`src/rtl/video_pkg.sv`:
```
`default_nettype none
// +----------------------------------------------------------------------+
// | video_pkg                                                            |
// | Shared types for the video generator: config fields, rectangle type. |
// | Revision: 1.0                                                        |
// +----------------------------------------------------------------------+
package video_pkg;

    localparam int c_COORD_W = 10;

    typedef enum logic [1:0] {
        FLD_X0 = 2'd0,
        FLD_X1 = 2'd1,
        FLD_Y0 = 2'd2,
        FLD_Y1 = 2'd3
    } field_e;

    typedef struct packed {
        logic [c_COORD_W-1:0] x0;
        logic [c_COORD_W-1:0] x1;
        logic [c_COORD_W-1:0] y0;
        logic [c_COORD_W-1:0] y1;
    } rect_t;

    // An inverted rectangle (x0>x1 or y0>y1) cannot satisfy both bounds, so it never hits.
    function automatic logic rect_hit(input rect_t rc,
                                      input logic [c_COORD_W-1:0] px,
                                      input logic [c_COORD_W-1:0] py);
        return (rc.x0 <= px) && (px <= rc.x1) && (rc.y0 <= py) && (py <= rc.y1);
    endfunction

endpackage
`default_nettype wire

```
`src/rtl/glyph_rom.sv`:
```
`default_nettype none
// +----------------------------------------------------------------------+
// | glyph_rom                                                            |
// | Synchronous 8x8 font ROM, one pixel per read, 1-cycle latency.       |
// | Revision: 1.0                                                        |
// +----------------------------------------------------------------------+
module glyph_rom (
    input  logic       clk,
    input  logic       reset,
    input  logic [7:0] code,
    input  logic [2:0] col,
    input  logic [2:0] row,
    output logic       pix
);

    // Row 0 in the top byte; column 0 is the MSB of each row.
    localparam logic [63:0] c_GLYPH_A = 64'h18_24_42_42_7E_42_42_00;
    localparam logic [63:0] c_GLYPH_B = 64'h7C_42_42_7C_42_42_7C_00;

    function automatic logic [7:0] font_row(input logic [7:0] c, input logic [2:0] rw);
        logic [7:0] bits;
        case (c)
            8'd65:   bits = c_GLYPH_A[63 - 8*int'(rw) -: 8];
            8'd66:   bits = c_GLYPH_B[63 - 8*int'(rw) -: 8];
            default: bits = (rw == 3'd0 || rw == 3'd7) ? 8'hFF : 8'h81;
        endcase
        return bits;
    endfunction

    logic [7:0] w_row;
    assign w_row = font_row(code, row);

    always_ff @(posedge clk or posedge reset) begin
        if (reset) pix <= 1'b0;
        else       pix <= w_row[3'd7 - col];
    end

endmodule
`default_nettype wire

```
`src/rtl/video_gen_pipe.sv`:
```
`default_nettype none
// +----------------------------------------------------------------------+
// | video_gen_pipe                                                       |
// | 2-stage text + rectangle overlay generator with frame-synced config. |
// | Revision: 1.0                                                        |
// +----------------------------------------------------------------------+
module video_gen_pipe
    import video_pkg::*;
#(
    parameter int         NRECT        = 2,
    parameter logic [7:0] CHAR_BASE    = 8'd65,
    parameter int         BLINK_FRAMES = 30
) (
    input  logic                       clk,
    input  logic                       reset,
    input  logic [9:0]                 x,
    input  logic [9:0]                 y,
    input  logic                       hsync_in,
    input  logic                       vsync_in,
    input  logic                       blank_b_in,
    input  logic                       blink_en,
    input  logic                       cfg_we,
    input  logic [$clog2(NRECT)+1:0]   cfg_addr,
    input  logic [9:0]                 cfg_data,
    input  logic [NRECT-1:0]           rect_en,
    output logic [7:0]                 r,
    output logic [7:0]                 g,
    output logic [7:0]                 b,
    output logic                       hsync,
    output logic                       vsync,
    output logic                       blank_b,
    output logic [15:0]                frame_cnt
);

    localparam int c_AW = $clog2(NRECT) + 2;

    logic [c_AW-1:0]  w_idx;
    field_e           w_fld;
    logic             w_frame_start;
    logic [7:0]       w_code;
    logic [NRECT-1:0] w_hit_vec;

    logic             r_vs_prev;
    logic [NRECT-1:0] r_act_en;
    logic [15:0]      r_blink_cnt;
    logic             r_blink_phase;

    logic             r_pix1;
    logic             r_hit1;
    logic             r_y3_1;
    logic             r_sup1;
    logic             r_hs1;
    logic             r_vs1;
    logic             r_bl1;

    assign w_idx         = cfg_addr >> 2;
    assign w_fld         = field_e'(cfg_addr[1:0]);
    assign w_frame_start = r_vs_prev & ~vsync_in;
    assign w_code        = CHAR_BASE + {2'b00, y[8:3]};

    // Shadow takes writes at once; active copies shadow only at frame start,
    // so a same-cycle write is seen one frame later. Indices >= NRECT match no block.
    for (genvar gi = 0; gi < NRECT; gi++) begin : g_rect
        rect_t r_shadow;
        rect_t r_active;

        always_ff @(posedge clk or posedge reset) begin
            if (reset) begin
                r_shadow <= '0;
                r_active <= '0;
            end else begin
                if (w_frame_start) r_active <= r_shadow;
                if (cfg_we && (w_idx == c_AW'(gi))) begin
                    case (w_fld)
                        FLD_X0: r_shadow.x0 <= cfg_data;
                        FLD_X1: r_shadow.x1 <= cfg_data;
                        FLD_Y0: r_shadow.y0 <= cfg_data;
                        FLD_Y1: r_shadow.y1 <= cfg_data;
                    endcase
                end
            end
        end

        assign w_hit_vec[gi] = r_act_en[gi] & rect_hit(r_active, x, y);
    end

    always_ff @(posedge clk or posedge reset) begin
        if (reset) begin
            r_vs_prev     <= 1'b1;
            r_act_en      <= '0;
            frame_cnt     <= 16'd0;
            r_blink_cnt   <= 16'd0;
            r_blink_phase <= 1'b0;
        end else begin
            r_vs_prev <= vsync_in;
            if (w_frame_start) begin
                r_act_en  <= rect_en;
                frame_cnt <= frame_cnt + 16'd1;
                if (r_blink_cnt == 16'(BLINK_FRAMES - 1)) begin
                    r_blink_cnt   <= 16'd0;
                    r_blink_phase <= ~r_blink_phase;
                end else begin
                    r_blink_cnt <= r_blink_cnt + 16'd1;
                end
            end
        end
    end

    glyph_rom u_glyph_rom (
        .clk   (clk),
        .reset (reset),
        .code  (w_code),
        .col   (x[2:0]),
        .row   (y[2:0]),
        .pix   (r_pix1)
    );

    always_ff @(posedge clk or posedge reset) begin
        if (reset) begin
            r_hit1 <= 1'b0;
            r_y3_1 <= 1'b0;
            r_sup1 <= 1'b0;
            r_hs1  <= 1'b1;
            r_vs1  <= 1'b1;
            r_bl1  <= 1'b0;
        end else begin
            r_hit1 <= |w_hit_vec;
            r_y3_1 <= y[3];
            r_sup1 <= blink_en & ~r_blink_phase;
            r_hs1  <= hsync_in;
            r_vs1  <= vsync_in;
            r_bl1  <= blank_b_in;
        end
    end

    always_ff @(posedge clk or posedge reset) begin
        if (reset) begin
            r       <= 8'h00;
            g       <= 8'h00;
            b       <= 8'h00;
            hsync   <= 1'b1;
            vsync   <= 1'b1;
            blank_b <= 1'b0;
        end else begin
            hsync   <= r_hs1;
            vsync   <= r_vs1;
            blank_b <= r_bl1;
            if (!r_bl1) begin
                r <= 8'h00;
                g <= 8'h00;
                b <= 8'h00;
            end else begin
                r <= (r_pix1 & ~r_sup1 & ~r_y3_1) ? 8'hFF : 8'h00;
                b <= (r_pix1 & ~r_sup1 &  r_y3_1) ? 8'hFF : 8'h00;
                g <= r_hit1 ? 8'hFF : 8'h00;
            end
        end
    end

endmodule
`default_nettype wire

```
`config.mk`:
```
export PLATFORM = sky130hd
export DESIGN_NAME = video_gen_pipe
export DESIGN_NICKNAME = d
export VERILOG_FILES = /design/src/rtl/video_pkg.sv /design/src/rtl/glyph_rom.sv /design/src/rtl/video_gen_pipe.sv
export SDC_FILE = /design/constraint.sdc
export NUM_CORES = 1
export LEC_CHECK = 0
export CORE_UTILIZATION = 41
export CTS_CLUSTER_SIZE = 28
export DETAILED_ROUTE_END_ITERATION = 7
export SETUP_SLACK_MARGIN = 0.15
export SYNTH_ARGS = -nofsm -noshare
export SYNTH_HDL_FRONTEND = slang
export SYNTH_HIERARCHICAL = 1
export SYNTH_SLANG_ARGS = --single-unit
```
`constraint.sdc`:
```
create_clock -name clk -period 6.1 [get_ports clk]
set_clock_uncertainty 0.15 [all_clocks]
set_input_delay 0.61 -clock clk [delete_from_list [all_inputs] [get_ports clk]]
set_output_delay 0.61 -clock clk [all_outputs]
set_load 0.05 [all_outputs]
```
Yosys cells after proc, flatten, opt, wreduce, memory -nomap -nowiden:

Cells that the tools add are included.

* bits in registers: 229
* output and inout bits: 43
* word-level logic and storage cells: 100

* add/sub/neg operators: 5
* $lt $le $gt $ge: 9
* equal/unequal tests: 7
* shift operators: 2
* muxes and demuxes: 11
* bitwise logic cells: 11
* reductions and logical operators: 22

Operators with widths (count)
* indexed part select 71 x 7 -> 8 bit, first input constant: 2
* less-or-equal comparator 10 bit: 8
* two-way mux 8 bit: 6
* adder 16 x 1 -> 16 bit, second input constant: 2
* AND reduction 2 bit: 9
* equality test 16 x 5 -> 1 bit, second input constant: 1
* equality test 8 x 7 -> 1 bit, second input constant: 2
* two-way mux 16 bit: 1
* one-hot mux 8 bit (2 select lines): 1
* adder 7 x 6 -> 8 bit, first input constant: 1
* logical AND 1 bit: 8
* bitwise AND 1 bit: 7
* two-way mux 7 bit: 1
* subtractor 6 x 6 -> 7 bit, first input constant: 1
* logical NOT 3 bit: 2
* equality test 2 bit, second input constant: 2
* < comparator 3 x 4 -> 1 bit, second input constant: 1
* NOT 1 bit: 4
* binary-select mux 1 bit (select 3 bit): 1
* equality test 3 bit, second input constant: 1
* subtractor 3 bit, first input constant: 1
* equality test 2 x 1 -> 1 bit, second input constant: 1
* logical NOT 2 bit: 1
* OR reduction 2 bit: 1
* other kinds (2): 2

Logic depth before layout (Yosys ltp):

Gate-level depths: netlist of the first run.

* word-level depth: 6
* depth in mapped cells: 13
* depth with buffers taken out: 13

Hierarchy:

The synthesis of the first run kept the hierarchy.

Modules (own cells, without submodules)
* video_gen_pipe: instances 1, cells an instance 846, area an instance 9968.3 sq um, seq. area each 5185.0 sq um
* glyph_rom: instances 1, cells an instance 47, area an instance 339.1 sq um, seq. area each 25.0 sq um

Worst setup path before layout of the first run:

Ideal clock, no wire load.

* kind: in2reg
* from: in y[3]
* to: reg u_glyph_rom.pix
* arrival: 2.617 ns
* data required time: 5.874 ns
* path slack: 3.256 ns
* stages on the path: 12
* path buffers: 0
* path through: ha_1 xor2_1 nor4_1 nand3b_1 nand2b_1 inv_1 ha_1 nor2_2 o311ai_2 a31oi_1 or4_1 o21ai_1

* cells in the longest elaborated chain, start to end: 5

RTL lines
* start, declared: line video_gen_pipe.sv:17 `input logic [9:0] y,`
* adder 7 x 6 -> 8 bit (*): line video_gen_pipe.sv:59 `assign w_code = CHAR_BASE + {2'b00, y[8:3]};`
* net w_code[2]: line video_gen_pipe.sv:40 `logic [7:0] w_code;`
* equality test 8 x 7 -> 1 bit: line glyph_rom.sv:22 `case (c)`
* one-hot mux 8 bit (2 select lines) (*): line glyph_rom.sv:22
* binary-select mux 1 bit (select 3 bit) (*): line glyph_rom.sv:35 `else pix <= w_row[3'd7 - col];`
* two-way mux 1 bit (implied by the code) (*): line glyph_rom.sv:35
* end signal, assigned: line glyph_rom.sv:35
* end, declared: line glyph_rom.sv:13 `output logic pix`

The timed path passes the listed nets; every way through them passes the cells marked *. The select of a mux whose other input is x is not followed.
A chain may end at the register's enable or synchronous reset.

Final worst setup path of the first run:

* from: in y[5]
* to: reg u_glyph_rom.pix

The elaborated chain is that of the path after synthesis.

==> results by group, run 1 <==
Layout
  • Commonest cells after routing, fill and taps aside: 204 x dfrtp_1, 123 x mux2_2, 88 x ha_1, 84 x clkdlybuf4s50_1, 83 x inv_1
  • # diodes: 0
  • Synth-to-layout area growth: 16.84%
  • Net count reported at finish: between 1000 and 1500
  • Layout cells sized above 1: 18.34%
  • Final std cells w/o fill: 1300
  • Commonest non-fill, non-tap cell in the layout: dfrtp_1

Synth
  • Synth area leaders: dfrtp_1 50%, mux2_2 13%, ha_1 11%, inv_1 3.1%, o21ai_0 2.8%
  • Synth Flop Type: dfrtp_1
  • Synth Cell Area: between 0.01 and 0.015 mm2
  • Syn Nets: 1023
  • Sequential element share of the synthesized area: about half
  • Area share of the largest cell type after synthesis: ~50%
  • Async set-reset flop share out of synthesis: 100.0%
  • Post-synth top area cell: dfrtp_1
  • Synth unique cells: roughly 50
  • Post-synth EDFFs: 0
  • Syn. warnings: 6
  • Post-Syn Area per Cell: 11.54 um2
  • Syn Inst Count: 893
  • Post-synthesis register bit count: about 210

Place
  • Post-Place Cells: roughly 1300
  • DP HPWL: between 15 and 20 mm
  • Pre-CTS setup slack: approximately 2.3 ns
  • GPL Wtd Cong: approximately 0.83
  • Port bufs: 84

Worst setup path
  • Crit path DAT: around 3.5 ns
  • Nature of the critical path endpoint: flop
  • Worst R2R Path Depth: 3
  • CP Launch Type: primary input
  • Crit-path max FO: 7
  • CP required: 6.39 ns
  • CP Class: primary input to flop

Timing
  • Period utilization: ~53%
  • Hold Fails Final Rpt: 0
  • Setup_tns: 0 ns
  • Worst-margin pin slew: ~1.1 ns
  • Min Tclk post-route: around 3.3 ns
  • Pins Over Slew Limit: 0
  • Max Fclk: between 300 and 400 MHz
  • Min Hold Slack: between 0.15 and 0.2 ns
  • Final setup violation count: 0
  • Slew margin rel.: between 20% and 30%
  • RSZ-0062 raised after global routing: false
  • Final WS setup: about 2.8 ns

Floorplan
  • Site Rows: 57
  • Total I/O pin count: 85
  • Die Wd: about 160 um
  • Initial Util: 42.14%
  • Die Height: ~160 um
  • Floorplan core area: between 0.02 and 0.025 mm2
  • DIE AREA: 0.02578 mm2

Clocking
  • Clk sinks: 208
  • Clock Tree Buf Depth: 3
  • Post-CTS Resized: 0
  • H-tree levels: 1
  • Clk_lat worst skew: between 0.5 and 0.6 ns
  • TritonCTS clock tree: built
  • Clock Root Buffer: clkbuf_16
  • TritonCTS Buffers: 23
  • Worst-path clk slew: 0.05 ns
  • Setup bufs post-CTS: 0
  • Hold_buf cts: 0

Detailed routing
  • WL met3: approximately 960 um
  • Vias: between 6000 and 7000
  • Vias per cell: roughly 5.2
  • # DRC: 0
  • Final ANT Viol Nets: 0
  • Wirelength per Cell: roughly 17 um
  • Routed WL: 22.49 mm
  • Drt pass-1 iters: 4
  • Met1 WL: about 11 mm
  • Highest metal used: met4
  • Met2 WL: 10.12 mm
  • First DRT Iteration DRCs: 321

Global route
  • Overflow after GRT: 0
  • Largest net degree at the start of global routing: 176
  • Tot GR Track Use: between 10% and 20%
  • Vias in the first global route: around 6700
  • First-pass GRT wire length: about 37 mm
  • Antenna violations before repair: 1

Flow run
  • # Max-Cap Violations: 0

Power and ir drop
  • Worst vdd ir: 0.1654 mV
  • PwrDens: 344.4 mW/mm2
  • Leak pwr: 5.394 nW
  • Design Power: slightly above 4 mW

Outcome
  • Status: finished, final reports clean

Hold path
  • Worst Hold Class: primary input to asynchronous set/reset pin
[registers in the layout, indices dropped and copies added (netlist names)]
name	cells
g_rect.r_active	80
g_rect.r_shadow	80
frame_cnt	16
r_blink_cnt	16
r_act_en	2
b	1
blank_b	1
g	1
hsync	1
r	1
r_bl1	1
r_blink_phase	1
r_hit1	1
r_hs1	1
r_sup1	1
r_vs1	1
r_y3_1	1
u_glyph_rom/pix	1
vsync	1
[cells in the mapped netlist, types with 2 or more instances]
cell,n
nand3_1,16
a2111oi_0,6
nand2b_1,9
dfstp_2,4
nand2_1,70
nor2b_1,4
or2_2,3
nor2_1,22
a31oi_1,4
a21oi_1,22
dfrtp_1,204
inv_1,84
nor3_1,10
nor3_4,2
o2111ai_1,2
nor4b_1,2
mux2_2,123
xnor2_1,25
nor4_1,3
nand4b_1,3
buf_6,2
ha_1,88
nor3b_1,4
o21ai_0,58
nand4_1,26
buf_4,22
and4_1,3
o22ai_1,2
and3_1,4
xor2_1,11
clkbuf_1,8
buf_2,14
a211oi_1,16
and4_4,2
[path summary, 6_finish.rpt]
check                      startpoint                      to  slack, ns
max                              y[5]         u_glyph_rom/pix       2.85
min                             reset         u_glyph_rom/pix       0.19
max reg2reg                     r_vs1  g_rect[0].r_active[15]       3.60
min reg2reg                     r_hs1                   hsync       0.21
max in group asynchronous       reset  g_rect[1].r_active[19]       3.86
min in group clk                r_hs1                   hsync       0.21
[final cells by class]
class / instances / area, um2
Clock inverter: 6 / 33.78
Sequential cell: 208 / 5210
Inverter: 84 / 319.1
Timing Repair Buffer: 89 / 890.9
Fill cell: 2188 / 12420
Clock buffer: 34 / 676.9
Tap cell: 324 / 405.4
Multi-Input combinational cell: 555 / 4507
[power breakdown]
group	switching (mW)	internal [mW]	total, mW
clock	0.537	0.764	1.30
sequential	0.183	1.69	1.87
combinational	0.528	0.449	0.978
[cell families after synthesis]
logic type | synth area share, %
flip-flops | 50.55
adder cells (fa/ha/maj) | 10.68
buffers and inverters | 5.851
AND/OR/NAND/NOR | 9.456
XOR/XNOR | 3.059
multiplexers | 13.53
AO/OA/AOI/OAI | 6.871
[through the flow]
stage / util, % / area, um2
floorplan: - / 10310
detailed placement: 46.33 / 11330
global placement: 46.33 / 11330
finish: 49.23 / 12040
global route: 49.23 / 12040
CTS: 49.23 / 12040
[critical path, stage by stage]
cell	delay, ns
clkdlybuf4s50_1	0.62
nand3_1	0.17
nor3_1	0.20
xnor2_1	0.10
nor4_1	0.24
nand3b_1	0.17
nand2b_1	0.20
inv_1	0.10
ha_1	0.18
nor2_2	0.04
o311ai_2	0.23
a31oi_1	0.06
or4_1	0.51
o21ai_1	0.12
[per-layer routing]
layer	track usage [%]	vias to the layer above
met5	0	-
met4	4.329	0
met1	27.08	3306
li1	-	3233
met2	28.45	131
met3	2.712	31
(Power assumes the default switching activity.)
==> run 2: changes to the inputs <==
Clock period 6.1 ns to 3 ns, I/O delays scaled along.
==> run 2 against run 1 <==
  * Final area increased by 3.8%
  * Via count increased by 2.1%
  * Worst hold slack got worse by 0.14 ns
  * Sequential share of layout area decreased by 1.6 points
  * Utilization increased by 1.9 points
==> results by group, run 2 (synthesis results as in run 1) <==
Outcome
  • Status: finished, final reports clean (unchanged)

Clocking
  • Clock Root Buffer: clkbuf_16 (unchanged)
  • Clock Tree Buf Depth: 3 (unchanged)
  • TritonCTS clock tree: built (unchanged)
  • TritonCTS Buffers: 24 (was 23)
  • Clk_lat worst skew: 0.51 ns (about the same)
  • Clk sinks: 208 (unchanged)
  • H-tree levels: 1 (unchanged)
  • Worst-path clk slew: 0.06 ns (was 0.05 ns)

Floorplan
  • Site Rows: 57 (unchanged)
  • Die Height: 160.6 um (unchanged)
  • Floorplan core area: 0.02446 mm2 (unchanged)
  • DIE AREA: 0.02578 mm2 (unchanged)
  • Total I/O pin count: 85 (unchanged)
  • Initial Util: 42.14% (unchanged)
  • Die Wd: 160.6 um (unchanged)

Layout
  • Synth-to-layout area growth: 21.28% (was 16.84%)
  • Commonest cells after routing, fill and taps aside: 204 x dfrtp_1, 123 x mux2_2, 86 x ha_1, 83 x inv_1, 80 x clkdlybuf4s50_1 (was 204 x dfrtp_1, 123 x mux2_2, 88 x ha_1, 84 x clkdlybuf4s50_1, 83 x inv_1)
  • # diodes: 0 (unchanged)
  • Post-layout instance area: 0.01250 mm2 (was 0.01204 mm2)
  • Commonest non-fill, non-tap cell in the layout: dfrtp_1 (unchanged)
  • Top flop regs: g_rect.r_active: 80 flops, g_rect.r_shadow: 80 flops (unchanged)
  • Layout Utilization: 51.10% (was 49.23%)
  • Fillers: 2154 (was 2188)
  • Net count reported at finish: 1127 (was 1091)
  • Layout cells sized above 1: 21.62% (was 18.34%)
  • Final std cells w/o fill: 1337 (was 1300)

Place
  • DP HPWL: 16.19 mm (was 15.67 mm)
  • Port bufs: 84 (unchanged)
  • GPL Wtd Cong: 0.8391 (was 0.8273)
  • Post-Place Cells: 1291 (was 1260)
  • Post-DP Area: 0.01160 mm2 (was 0.01133 mm2)

Worst setup path
  • CP Class: primary input to flop (unchanged)
  • CP Launch Type: primary input (unchanged)
  • CP required: 3.30 ns (was 6.39 ns)
  • Worst R2R Path Depth: 7 (was 3)
  • Worst Setup SP: y[7] (was y[5])
  • Nature of the critical path endpoint: flop (unchanged)
  • Crit path DAT: 2.90 ns (was 3.54 ns)
  • Worst r2r dst: r_hit1 (was g_rect[0].r_active[15])
  • R2r setup slk: 0.66 ns (was 3.60 ns)
  • Worst r2r src: g_rect[0].r_active[33] (was r_vs1)
  • CP Capture Point: u_glyph_rom/pix (unchanged)
  • Crit-path max FO: 4 (was 7)

Timing
  • Worst-margin pin slew: 0.6453 ns (was 1.092 ns)
  • Final setup violation count: 0 (unchanged)
  • Pins Over Slew Limit: 0 (unchanged)
  • Hold Fails Final Rpt: 0 (unchanged)
  • Max Fclk: between 300 and 400 MHz
  • Slew margin rel.: 56.84% (was 27.17%)
  • Min Hold Slack: 0.04651 ns (was 0.1898 ns)
  • Min Tclk post-route: between 2 and 3 ns
  • RSZ-0062 raised after global routing: false (unchanged)
  • Period utilization: around 87%

Global route
  • Overflow after GRT: 0 (unchanged)
  • Met2 usage: 28.51% (was 28.45%)
  • Tot GR Track Use: 18.37% (was 18.38%)
  • First-pass GRT wire length: 37.24 mm (was 37.28 mm)
  • GRT Max-Usage Layer: met2 (unchanged)
  • Antenna violations before repair: 1 (unchanged)
  • Vias in the first global route: 6834 (was 6677)
  • Met3 Usage GRT: 2.247% (was 2.712%)
  • M1 GR Usage: 26.98% (was 27.08%)
  • Largest net degree at the start of global routing: 73 (was 176)

Power and ir drop
  • Clock network power share: 34.3% (was 31.4%)
  • Flop pwr share: 42.7% (was 45.1%)
  • PwrDens: 709.2 mW/mm2 (was 344.4 mW/mm2)
  • Worst vdd ir: 0.3876 mV (was 0.1654 mV)
  • Internal: 6.283 mW (was 2.899 mW)
  • Sw Pwr: 2.583 mW (was 1.248 mW)
  • Logic gate share of total power: 23.0% (was 23.6%)
  • Switching Share: 29.13% (was 30.10%)
  • Leak pwr: 5.670 nW (was 5.394 nW)

Detailed routing
  • Vias: 6841 (was 6701)
  • Final ANT Viol Nets: 0 (unchanged)
  • First DRT Iteration DRCs: 310 (was 321)
  • Drt pass-1 iters: 5 (was 4)
  • Wirelength per Cell: 17.03 um (was 17.30 um)
  • Vias per cell: 5.117 (was 5.155)
  • Routed WL: 22.76 mm (was 22.49 mm)
  • # DRC: 0 (unchanged)

Hold path
  • Worst Hold Class: primary input to flop (was primary input to asynchronous set/reset pin)
  • Hold path start: hsync_in

Flow run
  • # Max-Cap Violations: 0 (unchanged)
## run 2: cell types whose count changed in the layout (fill, tap and decap cells not counted), sizes merged
cell           before  now
clkdlybuf4s50      84   80
dlygate4sd3         0    2
buf                 5   38
clkinv              5    4
dlymetal6s2s        0    4
bufinv              0    3
## run 2: worst max-delay path, cell delays in order
cell and delay (ns):
clkdlybuf4s50_1 0.42, buf_4 0.16, xnor2_1 0.12, nor4_1 0.29, nand3b_1 0.16, nand2b_4 0.17, inv_1 0.08, ha_2 0.19
nor2_2 0.04, o311ai_2 0.24, a31oi_1 0.07, or4_1 0.51, o21ai_1 0.13
## run 2: what timing repair did
action | in CTS | in global routing
endpoints found under the hold margin | 1 | 1
resized for setup | 0 | 10
hold buffers | 1 | 1
setup buffers | 0 | 2
endpoints found under the setup margin | 0 | 1
## run 2: how the worst min path moves through the flow
stage / slack, ns / cells past startpoint / endpoint
global route: 0.04 / 1 / r_hs1
finish: 0.05 / 1 / r_hs1
CTS: 0.03 / 1 / r_hs1
floorplan: -0.12 / 1 / u_glyph_rom/pix
global placement: 0.20 / 0 / hsync
detailed placement: 0.20 / 0 / hsync
## run 2: metal layers
layer	share of wire (%)	vias up
met5	0	-
met4	2.1	0
met3	3.8	38
met2	45	115
met1	50	3375
li1	-	3313
## run 2: through the flow
step / power [mW] / TNS (ns) / setup slack [ns]
5_1_grt: 9.398 / 0 / 0.1673
3_3_place_gp: 5.814 / -0.1802 / -0.1802
3_5_place_dp: 5.889 / -0.2506 / -0.2434
6_report: 8.865 / 0 / 0.4002
4_1_cts: 8.964 / 0 / 0.2947
2_1_floorplan: 5.217 / -26.99 / -0.1330
## run 2: power by group through the flow
stage / logic, mW / clock network, mW / registers (mW)
after floorplan: 1.34 / 0 / 3.87
after global placement: 1.99 / 0 / 3.82
after detailed placement: 2.05 / 0 / 3.84
after CTS: 2.06 / 3.11 / 3.79
after global routing: 2.30 / 3.23 / 3.87
final: 2.04 / 3.04 / 3.79
## run 2: area by class of cell
cell class	count	area, um2	area share (%)
Tap cell	324	405.4	3.243
Inverter	84	319.1	2.552
Clock inverter	8	118.9	0.9509
Clock buffer	34	709.4	5.675
Timing Repair Buffer	124	1214	9.709
Multi-Input combinational cell	555	4524	36.19
Sequential cell	208	5210	41.68
==> run 3: changes to the inputs <==
Settings changed: CORE_ASPECT_RATIO set to 1.4, TNS_END_PERCENT set to 30.
Clock period 3 ns to 2.7 ns, I/O delays scaled along.
==> run 3 against run 2 <==
  * Worst hold slack worse by 0.025 ns
  * Cell count down 0.22%
  * First-iteration DRC count up 13%
  * Non-clock buffer count up 11
  * Sequential share of layout area up 0.15 points
  * Sequential cell count unchanged
  * Critical path depth unchanged
  * Sequential power up 11%
  * Worst setup slack worse by 0.12 ns
  * Clock-buffer cell count down 2
  * Wire length down 1.7%
  * Via count up 0.38%
  * Largest cell class unchanged
==> results by group, run 3 (synthesis results as in run 1) <==
Worst setup path
  • CP Class: primary input to flop (unchanged)
  • CP Launch Type: primary input (unchanged)
  • Crit-path max FO: 3 (was 4)
  • Worst R2R Path Depth: 8 (was 7)
  • Crit path DAT: 2.69 ns (was 2.90 ns)
  • R2r setup slk: 0.43 ns (was 0.66 ns)
  • CP required: 2.97 ns (was 3.30 ns)
  • Slowest cell on crit path: or4_4 (was or4_1)
  • Worst r2r src: g_rect[0].r_active[4] (was g_rect[0].r_active[33])
  • Worst r2r dst: r_hit1 (unchanged)
  • Nature of the critical path endpoint: flop (unchanged)
  • Crit path cell chain: clkdlybuf4s50_1, inv_1, xnor2_1, nor4_1, nand3b_1, nand2b_4, inv_4, ha_4, nor2_2, o311ai_2, a31oi_1, or4_4, o21ai_2 (was clkdlybuf4s50_1, buf_4, xnor2_1, nor4_1, nand3b_1, nand2b_4, inv_1, ha_2, nor2_2, o311ai_2, a31oi_1, or4_1, o21ai_1)
  • CP peak stage delay: 0.52 ns (was 0.51 ns)

Floorplan
  • Die Height: 189.6 um (was 160.6 um)
  • DIE AREA: 0.02579 mm2 (was 0.02578 mm2)
  • Total I/O pin count: 85 (unchanged)
  • Initial Util: 41.77% (was 42.14%)
  • Site Rows: 68 (was 57)
  • Floorplan core area: 0.02467 mm2 (was 0.02446 mm2)
  • Die Wd: 136.0 um (was 160.6 um)

Place
  • DP HPWL: 16.18 mm (was 16.19 mm)
  • Port bufs: 84 (unchanged)
  • GPL Wtd Cong: 0.8021 (was 0.8391)

Detailed routing
  • # DRC: 0 (unchanged)
  • Final ANT Viol Nets: 0 (unchanged)
  • Vias per cell: 5.148 (was 5.117)
  • Routed WL: 22.38 mm (was 22.76 mm)
  • First DRT Iteration DRCs: 350 (was 310)
  • Wirelength per Cell: 16.78 um (was 17.03 um)
  • Drt pass-1 iters: 4 (was 5)
  • Vias: 6867 (was 6841)

Global route
  • First-pass GRT wire length: 36.23 mm (was 37.24 mm)
  • Antenna violations before repair: 0 (was 1)
  • Tot GR Track Use: 18.03% (was 18.37%)
  • Overflow after GRT: 0 (unchanged)
  • M1 GR Usage: 23.08% (was 26.98%)
  • Met2 usage: 32.43% (was 28.51%)
  • Met3 Usage GRT: 1.892% (was 2.247%)
  • Vias in the first global route: 6785 (was 6834)
  • GRT Max-Usage Layer: met2 (unchanged)
  • Largest net degree at the start of global routing: 86 (was 73)

Outcome
  • Status: finished, final reports clean (unchanged)

Hold path
  • WHS Endpoint: r_hs1 (unchanged)
  • Worst hold path depth: 1 (unchanged)
  • Worst Hold Class: primary input to flop (unchanged)
  • Hold path start: hsync_in (unchanged)

Timing
  • Max Fclk: around 410 MHz
  • Pins Over Slew Limit: 0 (unchanged)
  • Min Tclk post-route: approximately 2.4 ns
  • Setup_tns: 0 ns (unchanged)
  • Worst-margin pin slew: 0.6714 ns (was 0.6453 ns)
  • Period utilization: 89.55%
  • RSZ-0062 raised after global routing: true (was false)
  • Hold Fails Final Rpt: 0 (unchanged)
  • Slew margin rel.: 55.10% (was 56.84%)
  • Final setup violation count: 0 (unchanged)

Clocking
  • Clk sinks: 208 (unchanged)
  • TritonCTS clock tree: built (unchanged)
  • Clk_lat worst skew: 0.51 ns (about the same)
  • Worst-path clk slew: 0.06 ns (about the same)
  • Clock Tree Buf Depth: 3 (unchanged)
  • Setup bufs post-CTS: 0 (unchanged)
  • H-tree levels: 1 (unchanged)
  • Clock Root Buffer: clkbuf_16 (unchanged)
  • TritonCTS Buffers: 21 (was 24)

Layout
  • Net count reported at finish: 1135 (was 1127)
  • Top flop regs: g_rect.r_active: 80 flops, g_rect.r_shadow: 80 flops (unchanged)
  • Commonest non-fill, non-tap cell in the layout: dfrtp_1 (unchanged)
  • Area used by multi-input combinational logic: 0.004554 mm2 (was 0.004524 mm2)
  • Fillers: 2241 (was 2154)
  • Layout cells sized above 1: 22.77% (was 21.62%)
  • Layout Utilization: 50.48% (was 51.10%)
  • # diodes: 0 (unchanged)
  • Seq. cell area: 0.005210 mm2 (unchanged)
  • Synth-to-layout area growth: 20.84% (was 21.28%)
  • Commonest cells after routing, fill and taps aside: 204 x dfrtp_1, 123 x mux2_2, 86 x ha_1, 80 x inv_1, 79 x clkdlybuf4s50_1 (was 204 x dfrtp_1, 123 x mux2_2, 86 x ha_1, 83 x inv_1, 80 x clkdlybuf4s50_1)

Power and ir drop
  • Worst vdd ir: 0.5614 mV (was 0.3876 mV)
  • Leak pwr: 5.651 nW (was 5.670 nW)
  • PwrDens: 756.1 mW/mm2 (was 709.2 mW/mm2)

Flow run
  • # Max-Cap Violations: 0 (unchanged)
[run 3: routing by layer]
metal	up-vias	wire length (um)
met5	-	0
met4	0	312
met3	27	602
met2	97	11680
met1	3414	9782
li1	3329	-
[run 3: per-stage QoR]
step,hold slack (ns),total power [mW],worst slack [ns],cell area (um2),instances
2_1_floorplan,-0.1513,5.796,-0.4030,10310,893
3_3_place_gp,0.1970,6.486,-0.4516,11690,1296
3_5_place_dp,0.1998,6.565,-0.5573,11690,1296
4_1_cts,0.01178,9.533,0.07497,12400,1334
5_1_grt,0.008095,10.01,0.1301,12460,1334
6_report,0.02180,9.418,0.2821,12460,1334
[run 3: where the power goes]
group / switching [mW] / internal, mW
registers: 0.396 / 3.81
clock network: 1.20 / 1.72
logic: 1.21 / 1.09
[run 3: cell type report]
class	instances	share of cell area, %
Sequential cell	208	41.83
Multi-Input combinational cell	555	36.56
Timing Repair Buffer	135	10.29
Clock buffer	32	5.113
Tap cell	315	3.164
Inverter	84	2.582
Clock inverter	5	0.4621
[run 3: how the worst max path moves through the flow]
stage / startpoint / end / slack, ns / cells past startpoint
after floorplan: reset / b[6] / -0.40 / 1
after global placement: x[5] / r_hit1 / -0.45 / 10
after detailed placement: y[3] / u_glyph_rom/pix / -0.56 / 14
after CTS: y[5] / u_glyph_rom/pix / 0.07 / 14
after global routing: y[8] / u_glyph_rom/pix / 0.13 / 13
final: y[8] / u_glyph_rom/pix / 0.28 / 13
[run 3: timing repair]
action / CTS / global route
resized for setup: 6 / 15
pin swaps: 3 / 5
hold buffers: 1 / 0
setup endpoints to repair: 2 / 2
hold endpoints to repair: 9 / 0
[run 3: worst max-delay path, delay by kind of cell]
| family | cells | cell delay, ns |
|---|---|---|
| compound gates | 3 | 0.40 |
| simple gates | 5 | 1.11 |
| buf+inv | 3 | 0.65 |
| xor+xnor | 1 | 0.13 |
| fa+ha+maj | 1 | 0.12 |
